**src/rtl/mem_pkg.sv**
```systemverilog
// Shared types, opcodes and decode helpers for the MEM-stage load/store engine.
package mem_pkg;

  typedef enum logic [2:0] {
    ST_IDLE,
    ST_REQ,
    ST_WAIT,
    ST_DONE,
    ST_DRAIN
  } mem_state_e;

  localparam int EXC_ADEL = 13;
  localparam int EXC_ADES = 14;

  localparam logic [1:0] SZ_BYTE = 2'd0;
  localparam logic [1:0] SZ_HALF = 2'd1;
  localparam logic [1:0] SZ_WORD = 2'd2;

  localparam logic [7:0] EXE_LB_OP   = 8'b1110_0000;
  localparam logic [7:0] EXE_LH_OP   = 8'b1110_0001;
  localparam logic [7:0] EXE_LW_OP   = 8'b1110_0011;
  localparam logic [7:0] EXE_LBU_OP  = 8'b1110_0100;
  localparam logic [7:0] EXE_LHU_OP  = 8'b1110_0101;
  localparam logic [7:0] EXE_SB_OP   = 8'b1110_1000;
  localparam logic [7:0] EXE_SH_OP   = 8'b1110_1001;
  localparam logic [7:0] EXE_SW_OP   = 8'b1110_1011;
  localparam logic [7:0] EXE_ADDU_OP = 8'b0010_0001;

  function automatic logic is_load(input logic [7:0] aluop);
    return aluop inside {EXE_LB_OP, EXE_LBU_OP, EXE_LH_OP, EXE_LHU_OP, EXE_LW_OP};
  endfunction

  function automatic logic is_store(input logic [7:0] aluop);
    return aluop inside {EXE_SB_OP, EXE_SH_OP, EXE_SW_OP};
  endfunction

  function automatic logic [1:0] op_size(input logic [7:0] aluop);
    case (aluop)
      EXE_LB_OP, EXE_LBU_OP, EXE_SB_OP: return SZ_BYTE;
      EXE_LH_OP, EXE_LHU_OP, EXE_SH_OP: return SZ_HALF;
      default:                          return SZ_WORD;
    endcase
  endfunction

endpackage

```
**src/rtl/load_align.sv**
```systemverilog
// Picks the addressed byte/half out of a bus read word and sign/zero extends it.
module load_align
  import mem_pkg::*;
(
  input  logic [7:0]  aluop,
  input  logic [1:0]  byte_sel,
  input  logic [31:0] rdata,
  output logic [31:0] data
);

  logic [7:0]  sel_byte;
  logic [15:0] sel_half;

  // NOTE: every output of a combinational block gets a value on every path, so no latch is inferred.
  always_comb begin
    sel_byte = rdata[{byte_sel, 3'b000} +: 8];
    sel_half = byte_sel[1] ? rdata[31:16] : rdata[15:0];
    case (aluop)
      EXE_LB_OP:  data = {{24{sel_byte[7]}}, sel_byte};
      EXE_LBU_OP: data = {24'h0, sel_byte};
      EXE_LH_OP:  data = {{16{sel_half[15]}}, sel_half};
      EXE_LHU_OP: data = {16'h0, sel_half};
      default:    data = rdata;
    endcase
  end

endmodule

```
**src/rtl/mem_access_unit.sv**
```systemverilog
// MEM-stage load/store engine: issues one bus transaction at a time, aligns load
// data, flags AdEL/AdES and stalls upstream while a transaction is in flight.
module mem_access_unit
  import mem_pkg::*;
#(
  parameter int ADDR_W = 32,
  parameter int DATA_W = 32
) (
  input  logic              clk_i,
  input  logic              rst_i,
  input  logic              valid_i,
  input  logic [7:0]        aluop_i,
  input  logic [ADDR_W-1:0] addr_i,
  input  logic [DATA_W-1:0] store_data_i,
  input  logic [DATA_W-1:0] wdata_i,
  input  logic [31:0]       exception_type_i,
  input  logic              flush_i,
  output logic              req_o,
  output logic              wr_o,
  output logic [1:0]        size_o,
  output logic [ADDR_W-1:0] bus_addr_o,
  output logic [DATA_W-1:0] bus_wdata_o,
  output logic [3:0]        wstrb_o,
  input  logic              addr_ok_i,
  input  logic              data_ok_i,
  input  logic [DATA_W-1:0] rdata_i,
  output logic              ok_o,
  output logic [DATA_W-1:0] wdata_o,
  output logic [31:0]       exception_type_o,
  output logic [ADDR_W-1:0] bad_vaddr_o
);

  mem_state_e        state;
  logic [DATA_W-1:0] result;
  logic [DATA_W-1:0] load_word;

  logic       load_op;
  logic       store_op;
  logic [1:0] size;
  logic       misaligned;
  logic       fault;
  logic       issue;
  logic [3:0] strb;

  load_align u_load_align (
    .aluop    (aluop_i),
    .byte_sel (addr_i[1:0]),
    .rdata    (rdata_i),
    .data     (load_word)
  );

  always_comb begin
    load_op    = is_load(aluop_i);
    store_op   = is_store(aluop_i);
    size       = op_size(aluop_i);
    misaligned = (size == SZ_HALF && addr_i[0]) ||
                 (size == SZ_WORD && addr_i[1:0] != 2'b00);
    fault      = valid_i && (load_op || store_op) && misaligned;
    // A memory op already carrying an exception must not touch the bus either.
    issue      = valid_i && (load_op || store_op) && !misaligned &&
                 (exception_type_i == 32'h0) && !flush_i;
  end

  // Store lane replication and strobes; inputs are held stable while stalled.
  always_comb begin
    bus_wdata_o = store_data_i;
    strb        = 4'b1111;
    case (size)
      SZ_BYTE: begin
        bus_wdata_o = {4{store_data_i[7:0]}};
        strb        = 4'b0001 << addr_i[1:0];
      end
      SZ_HALF: begin
        bus_wdata_o = {2{store_data_i[15:0]}};
        strb        = addr_i[1] ? 4'b1100 : 4'b0011;
      end
      default: ;
    endcase
  end

  always_comb begin
    req_o = 1'b0;
    ok_o  = 1'b1;
    case (state)
      ST_IDLE: begin
        req_o = issue;
        ok_o  = !issue;
      end
      ST_REQ: begin
        req_o = !flush_i;
        ok_o  = 1'b0;
      end
      ST_WAIT, ST_DRAIN: ok_o = 1'b0;
      default: ;
    endcase
    if (rst_i) begin
      req_o = 1'b0;
      ok_o  = 1'b1;
    end
  end

  always_comb begin
    exception_type_o = exception_type_i;
    if (fault) begin
      if (load_op) exception_type_o[EXC_ADEL] = 1'b1;
      else         exception_type_o[EXC_ADES] = 1'b1;
    end
    wdata_o     = (state == ST_DONE) ? result : wdata_i;
    bad_vaddr_o = fault ? addr_i : '0;
    if (rst_i) begin
      exception_type_o = 32'h0;
      wdata_o          = '0;
      bad_vaddr_o      = '0;
    end
  end

  assign wr_o       = req_o && store_op;
  assign wstrb_o    = (req_o && store_op) ? strb : 4'b0000;
  assign size_o     = size;
  assign bus_addr_o = addr_i;

  // NOTE: sequential state uses non-blocking assignments so every register samples pre-edge values.
  always_ff @(posedge clk_i or posedge rst_i) begin
    if (rst_i) begin
      state  <= ST_IDLE;
      result <= '0;
    end else begin
      case (state)
        ST_IDLE: begin
          if (issue) state <= addr_ok_i ? ST_WAIT : ST_REQ;
        end
        ST_REQ: begin
          if (flush_i)        state <= ST_IDLE;
          else if (addr_ok_i) state <= ST_WAIT;
        end
        ST_WAIT: begin
          if (data_ok_i) begin
            if (flush_i) begin
              state <= ST_IDLE;
            end else begin
              result <= load_op ? load_word : '0;
              state  <= ST_DONE;
            end
          end else if (flush_i) begin
            state <= ST_DRAIN;
          end
        end
        ST_DONE:  state <= ST_IDLE;
        ST_DRAIN: if (data_ok_i) state <= ST_IDLE;
        default:  state <= ST_IDLE;
      endcase
    end
  end

endmodule

```
**config.mk**
```make
export PLATFORM = sky130hd
export DESIGN_NAME = mem_access_unit
export DESIGN_NICKNAME = d
export VERILOG_FILES = /design/src/rtl/mem_pkg.sv /design/src/rtl/load_align.sv /design/src/rtl/mem_access_unit.sv
export SDC_FILE = /design/constraint.sdc
export NUM_CORES = 1
export LEC_CHECK = 0
export ABC_AREA = 1
export BUFFER_PORTS_ARGS = -buffer_cell sky130_fd_sc_hd__buf_2
export CAP_MARGIN = 40
export CORE_AREA = 2 2 132 134
export CTS_CLUSTER_SIZE = 14
export DETAILED_ROUTE_END_ITERATION = 6
export DIE_AREA = 0 0 134 136
export PLACE_DENSITY = 0.59
export SYNTH_ARGS = -nofsm -noshare
export SYNTH_HDL_FRONTEND = slang
export SYNTH_HIERARCHICAL = 1
export SYNTH_SLANG_ARGS = --single-unit
```
**constraint.sdc**
```tcl
create_clock -name clk_i -period 2.62 [get_ports clk_i]
set_clock_uncertainty 0.2 [all_clocks]
set_input_delay 0.131 -clock clk_i [delete_from_list [all_inputs] [get_ports clk_i]]
set_output_delay 0.131 -clock clk_i [all_outputs]
set_load 0.01 [all_outputs]
```
# == Yosys cells after proc, flatten, opt, wreduce, memory -nomap -nowiden ==
# Index checks and enable logic that the tools add are counted.
# classes
eq_ne,18
shift,2
muxes,29
bitwise,1
reduce_logical,24
# op_table
op,count
$mux W32,6
$pmux W32 S4,1
$eq A8 B8 Y1 const B,8
$pmux W32 S2,1
$logic_not A32 Y1,1
$shiftx A32 B6 Y8,1
$mux W3,6
$mux W16,1
$pmux W3 S4,1
$reduce_or A3 Y1,3
$logic_and A1 B1 Y1,8
$mux W4,2
$pmux W4 S2,1
$eq A3 B2 Y1 const B,2
$mux W2,3
$ne A3 B3 Y1 const B,2
$reduce_bool A5 Y1,1
$mux W1,4
$ne A2 B2 Y1 const B,2
$pmux W1 S2,2
$pmux W2 S2,1
$reduce_and A4 Y1,1
$shl A1 B2 Y4 const A,1
$eq A3 B1 Y1 const B,1
other kinds (11),14
# totals
reg_bits,35
inputBits,174
output_inout_bits,169
elab_cells,76

# == Longest topological paths before layout ==
# depth
depth_word,14
ltp_mapped,12
ltp_nobuf,11

# == Cells and area by module ==
# Netlist, hierarchy kept.
# by_module_without_submodules
mod,n_inst,cells_per_inst,area_each_um2,seq_area_each_um2
mem_access_unit,1,602,3477.1,875.8
load_align,1,242,1117.3,0.0

# == Least setup slack after synthesis ==
# Ideal clock, no wire load.
# synth_path
path_kind,input-to-output
start,in rst_i
end,out ok_o
t_arrival_ns,2.197
required_ns,2.289
slack_ns,0.092
stages,4
path_buffers,2
path_cell_list,inv_1 -> clkbuf_1 -> clkbuf_1 -> o311ai_0
# synth_between
elab_chain_len,1
# synth_lines
element,line_no,source
start: declaration,mem_access_unit.sv:10,"input logic rst_i,"
$mux W1,mem_access_unit.sv:96,if (rst_i) begin
end: declaration,mem_access_unit.sv:27,"output logic ok_o,"
# No other way between the ends.

# == Worst setup path in the final report ==
# layout_path
start,reg state[1]
end,out wstrb_o[0]
# layout_between
elab_chain_len,5
elab_cells_between_ends,6
cone_classes,1 x eq/ne; 3 x mux; 2 x reduce/logical
# layout_lines
element,line_no,source
start: declaration,mem_access_unit.sv:33,mem_state_e state;
start signal: assignment,mem_access_unit.sv:130,if (issue) state <= addr_ok_i ? ST_WAIT : ST_REQ;
$eq A3 B1 Y1 / $logic_not A3 Y1 (equally long branches),mem_access_unit.sv:84,case (state)
$pmux W1 S2 *,mem_access_unit.sv:84,
$mux W1 *,mem_access_unit.sv:96,
$logic_and A1 B1 Y1 *,mem_access_unit.sv:118,assign wstrb_o = (req_o && store_op) ? strb : 4'b0000;
$mux W4 *,mem_access_unit.sv:118,
end: declaration,mem_access_unit.sv:23,"output logic [3:0] wstrb_o,"
# Every way passes the cells marked *; elsewhere a longest branch is shown, timed or not.

==> flow_metrics.tcl <==
set metrics [dict create \
    outcome "completed" \
    initial_core_util 0.272 \
    fillers 1899 \
    dp_hpwl_mm 15.2 \
    dr.pass1.iters 5 \
    ctsHtreeMaxLevel 2 \
    clk_pin_slew_worst_paths_ns 0.05 \
    vias 6003 \
    coreArea_um2 16900 \
    final_cell_area_um2 6350 \
    worstHoldStart "rdata_i[20]" \
    ios 343 \
    worstPathArrival_ns 1.76 \
    die_area_um2 18200 \
    preCtsSetupSlack_ns 0.497 \
    p_seq_frac 0.282 \
    clock_sink_count 35 \
    switching_power_w 0.000736 \
    ys_ff_latch 35 \
    place_area_um2 6150 \
    yosys.area.top_type "nand2_1" \
    final_antenna_net_count 0 \
    hp-class "input port to flop" \
    grt_pass1_vias 5153 \
    fin_setup_tns_ns 0 \
    grt_max_degree 36 \
    crit_path_start_kind "flop" \
    drt_iter0_drc 505 \
    met3WireLength_mm 1.30 \
    synth_nets 1018 \
    grt_pass1_wl_mm 27.8 \
    cts_tree "built" \
    ir_drop_v 0.000219 \
    max_freq_mhz 478 \
    crit_fanout 5 \
    vias_per_cell 4.45 \
    wl_met1_mm 9.01 \
    antenna_found_initial 1 \
    tightest_slew_ns 0.505 \
    path_class "flop to primary output" \
    synth_top_area_frac 0.203 \
    required_ns 2.29 \
    io_buffers 342 \
    final_nets 1297 \
    clkPwrFrac 0.327 \
    drive_above_1_share 0.372 \
    reg2reg_from "state[2]$_DFFE_PP0P_" \
    share_comb_of_total_power 0.391 \
    core.rowCount 48 \
    grt_usage 0.189 \
    clk_latency_ns 0.28 \
    synth_commonest_cells "nand2_1, nor2_1, inv_1" \
    worstSetupEndpointType "primary output" \
    synth_edf_count 0 \
    setup_violations 0 \
    cp-startpoint "state[1]$_DFFE_PP0P_" \
    hold_viol 0 \
    holdWs_ns 0.0734 \
    area_growth_pct 38.1 \
    async_reset_ff_frac 1.00 \
    p_per_area_nw_per_um2 330 \
    numCtsBuffers 5 \
    yosys_warnings 6 \
    relSlewSlack 0.663 \
    routed.top_layer "met5" \
    wl_per_cell_um 13.7 \
    finalPower_w 0.00210 \
    wl_mm 18.5 \
    rsz0062_at_grt "false" \
    synth.distinct_cells 29 \
    period_needed_ns 2.09 \
    ys.flop_type "dfrtp_1" \
    drc 0 \
    syn_avg_cell_area_um2 5.44 \
    antenna_cells 0 \
    die_y_um 136 \
    syn_area_um2 4590 \
    gp_congestion 0.889 \
    maxCapViolations 0 \
    internal_power_w 0.00136 \
    slew_violations 0 \
    clock_path_buffers 2 \
    die_w_um 134 \
    fin_crit_sh 0.799 \
    worst_slack_ns 0.526 \
    p_sw_frac 0.351 \
    ys_seq_area_frac 0.191 \
    p_leak_nw 4.03 \
    root_buffer "clkbuf_16" \
    post-synth-top-count-cell "nand2_1" \
    route.met2.wl_mm 8.12 \
    grt_overflow 0 \
    ys_top_cells_by_area "nand2_1, dfrtp_1, nor2_1, inv_1, o21ai_0" \
    synthCells 844 \
]
==> cells in the final DEF (no fill, tap or decap) <==
cell type | Yosys | routed
buf_2 | 11 | 342
nand2_1 | 249 | 249
nor2_1 | 123 | 123
inv_1 | 115 | 114
o21ai_0 | 81 | 81
nand3_1 | 68 | 67
dfrtp_1 | 35 | 35
nor2_2 | 33 | 33
o211ai_1 | 17 | 17
buf_4 | 44 | 13
inv_2 | 7 | 8
a21oi_1 | 6 | 6
nand4_1 | 5 | 5
clkbuf_16 | 0 | 5
nand3_2 | 3 | 4
nor2_4 | 4 | 4
nor3_2 | 1 | 2
nor3_1 | 3 | 2
dlygate4sd3_1 | 0 | 2
o21ai_1 | 1 | 1
nand2_2 | 1 | 1
a21boi_2 | 1 | 1
nor4_1 | 1 | 1
o311ai_0 | 1 | 1
or2_2 | 1 | 1
o31ai_1 | 1 | 1
clkbuf_8 | 0 | 1
bufinv_16 | 0 | 1
clkinv_2 | 0 | 1
nand4_4 | 1 | 1
nand3b_1 | 1 | 1
==> sequential cells by signal (all words and copies together), names as in the netlist <==
| signal | count |
|---|---|
| result | 32 |
| state | 3 |
==> area by class of cell <==
cell class | count | area, um^2 | area share
clock inverters | 2 | 35.0 | 0.00552
well taps | 225 | 282 | 0.0444
clock buffers | 6 | 139 | 0.0219
inverters | 122 | 458 | 0.0722
multi-input cells | 602 | 2730 | 0.430
repair buffers | 357 | 1830 | 0.288
flip-flops and latches | 35 | 876 | 0.138
==> critical path: stages (launching register included) <==
cell	delay (ns)
dfrtp_1	0.41
nor2_1	0.16
inv_1	0.08
nor2_1	0.17
nand3_1	0.10
nand2_1	0.11
nand3_2	0.15
nor2_1	0.15
buf_2	0.15
==> power by group through the flow <==
stage	sequential, W	combinational, W	clock [W]
CTS	0.000590	0.000823	0.000692
global route	0.000595	0.000914	0.000717
detailed placement	0.000599	0.000817	0
global placement	0.000599	0.000815	0
finish	0.000591	0.000819	0.000686
floorplan	0.000594	0.000483	0
==> path summary, 6_finish.rpt <==
path | slack, ns | cells after the start | to
worst max register to register | 0.86 | 5 | result[3]$_DFFE_PP0P_
min in group asynchronous | 0.20 | 4 | result[4]$_DFFE_PP0P_
max in group asynchronous | 1.71 | 4 | result[9]$_DFFE_PP0P_
worst min register to register | 0.28 | 2 | result[24]$_DFFE_PP0P_
worst max-delay path | 0.53 | 8 | wstrb_o[0]
worst min-delay path | 0.07 | 5 | result[20]$_DFFE_PP0P_
==> metrics by stage <==
stage | cells | util
2_1_floorplan | 844 | -
3_3_place_gp | 1339 | 0.365
3_5_place_dp | 1339 | 0.365
4_1_cts | 1349 | 0.376
5_1_grt | 1349 | 0.376
6_report | 1349 | 0.376
==> cells by family after synthesis <==
group | share of synthesized area
compound gates | 0.130
buf+inv | 0.218
flops | 0.191
simple gates | 0.462
==> what timing repair did <==
action | 4_1_cts | 5_1_grt
setup buffers | 0 | 0
hold buffers | 2 | 0
hold endpoints to repair | 2 | 0
resized for setup | 0 | 0
setup endpoints to repair | 0 | 0
==> routing by layer <==
| metal | track usage | up-vias |
|---|---|---|
| met1 | 0.283 | 2630 |
| li1 | - | 3115 |
| met4 | 0.0219 | 2 |
| met2 | 0.293 | 248 |
| met5 | 0 | - |
| met3 | 0.0302 | 8 |
No activity file was read; power rests on OpenSTA's default activity.
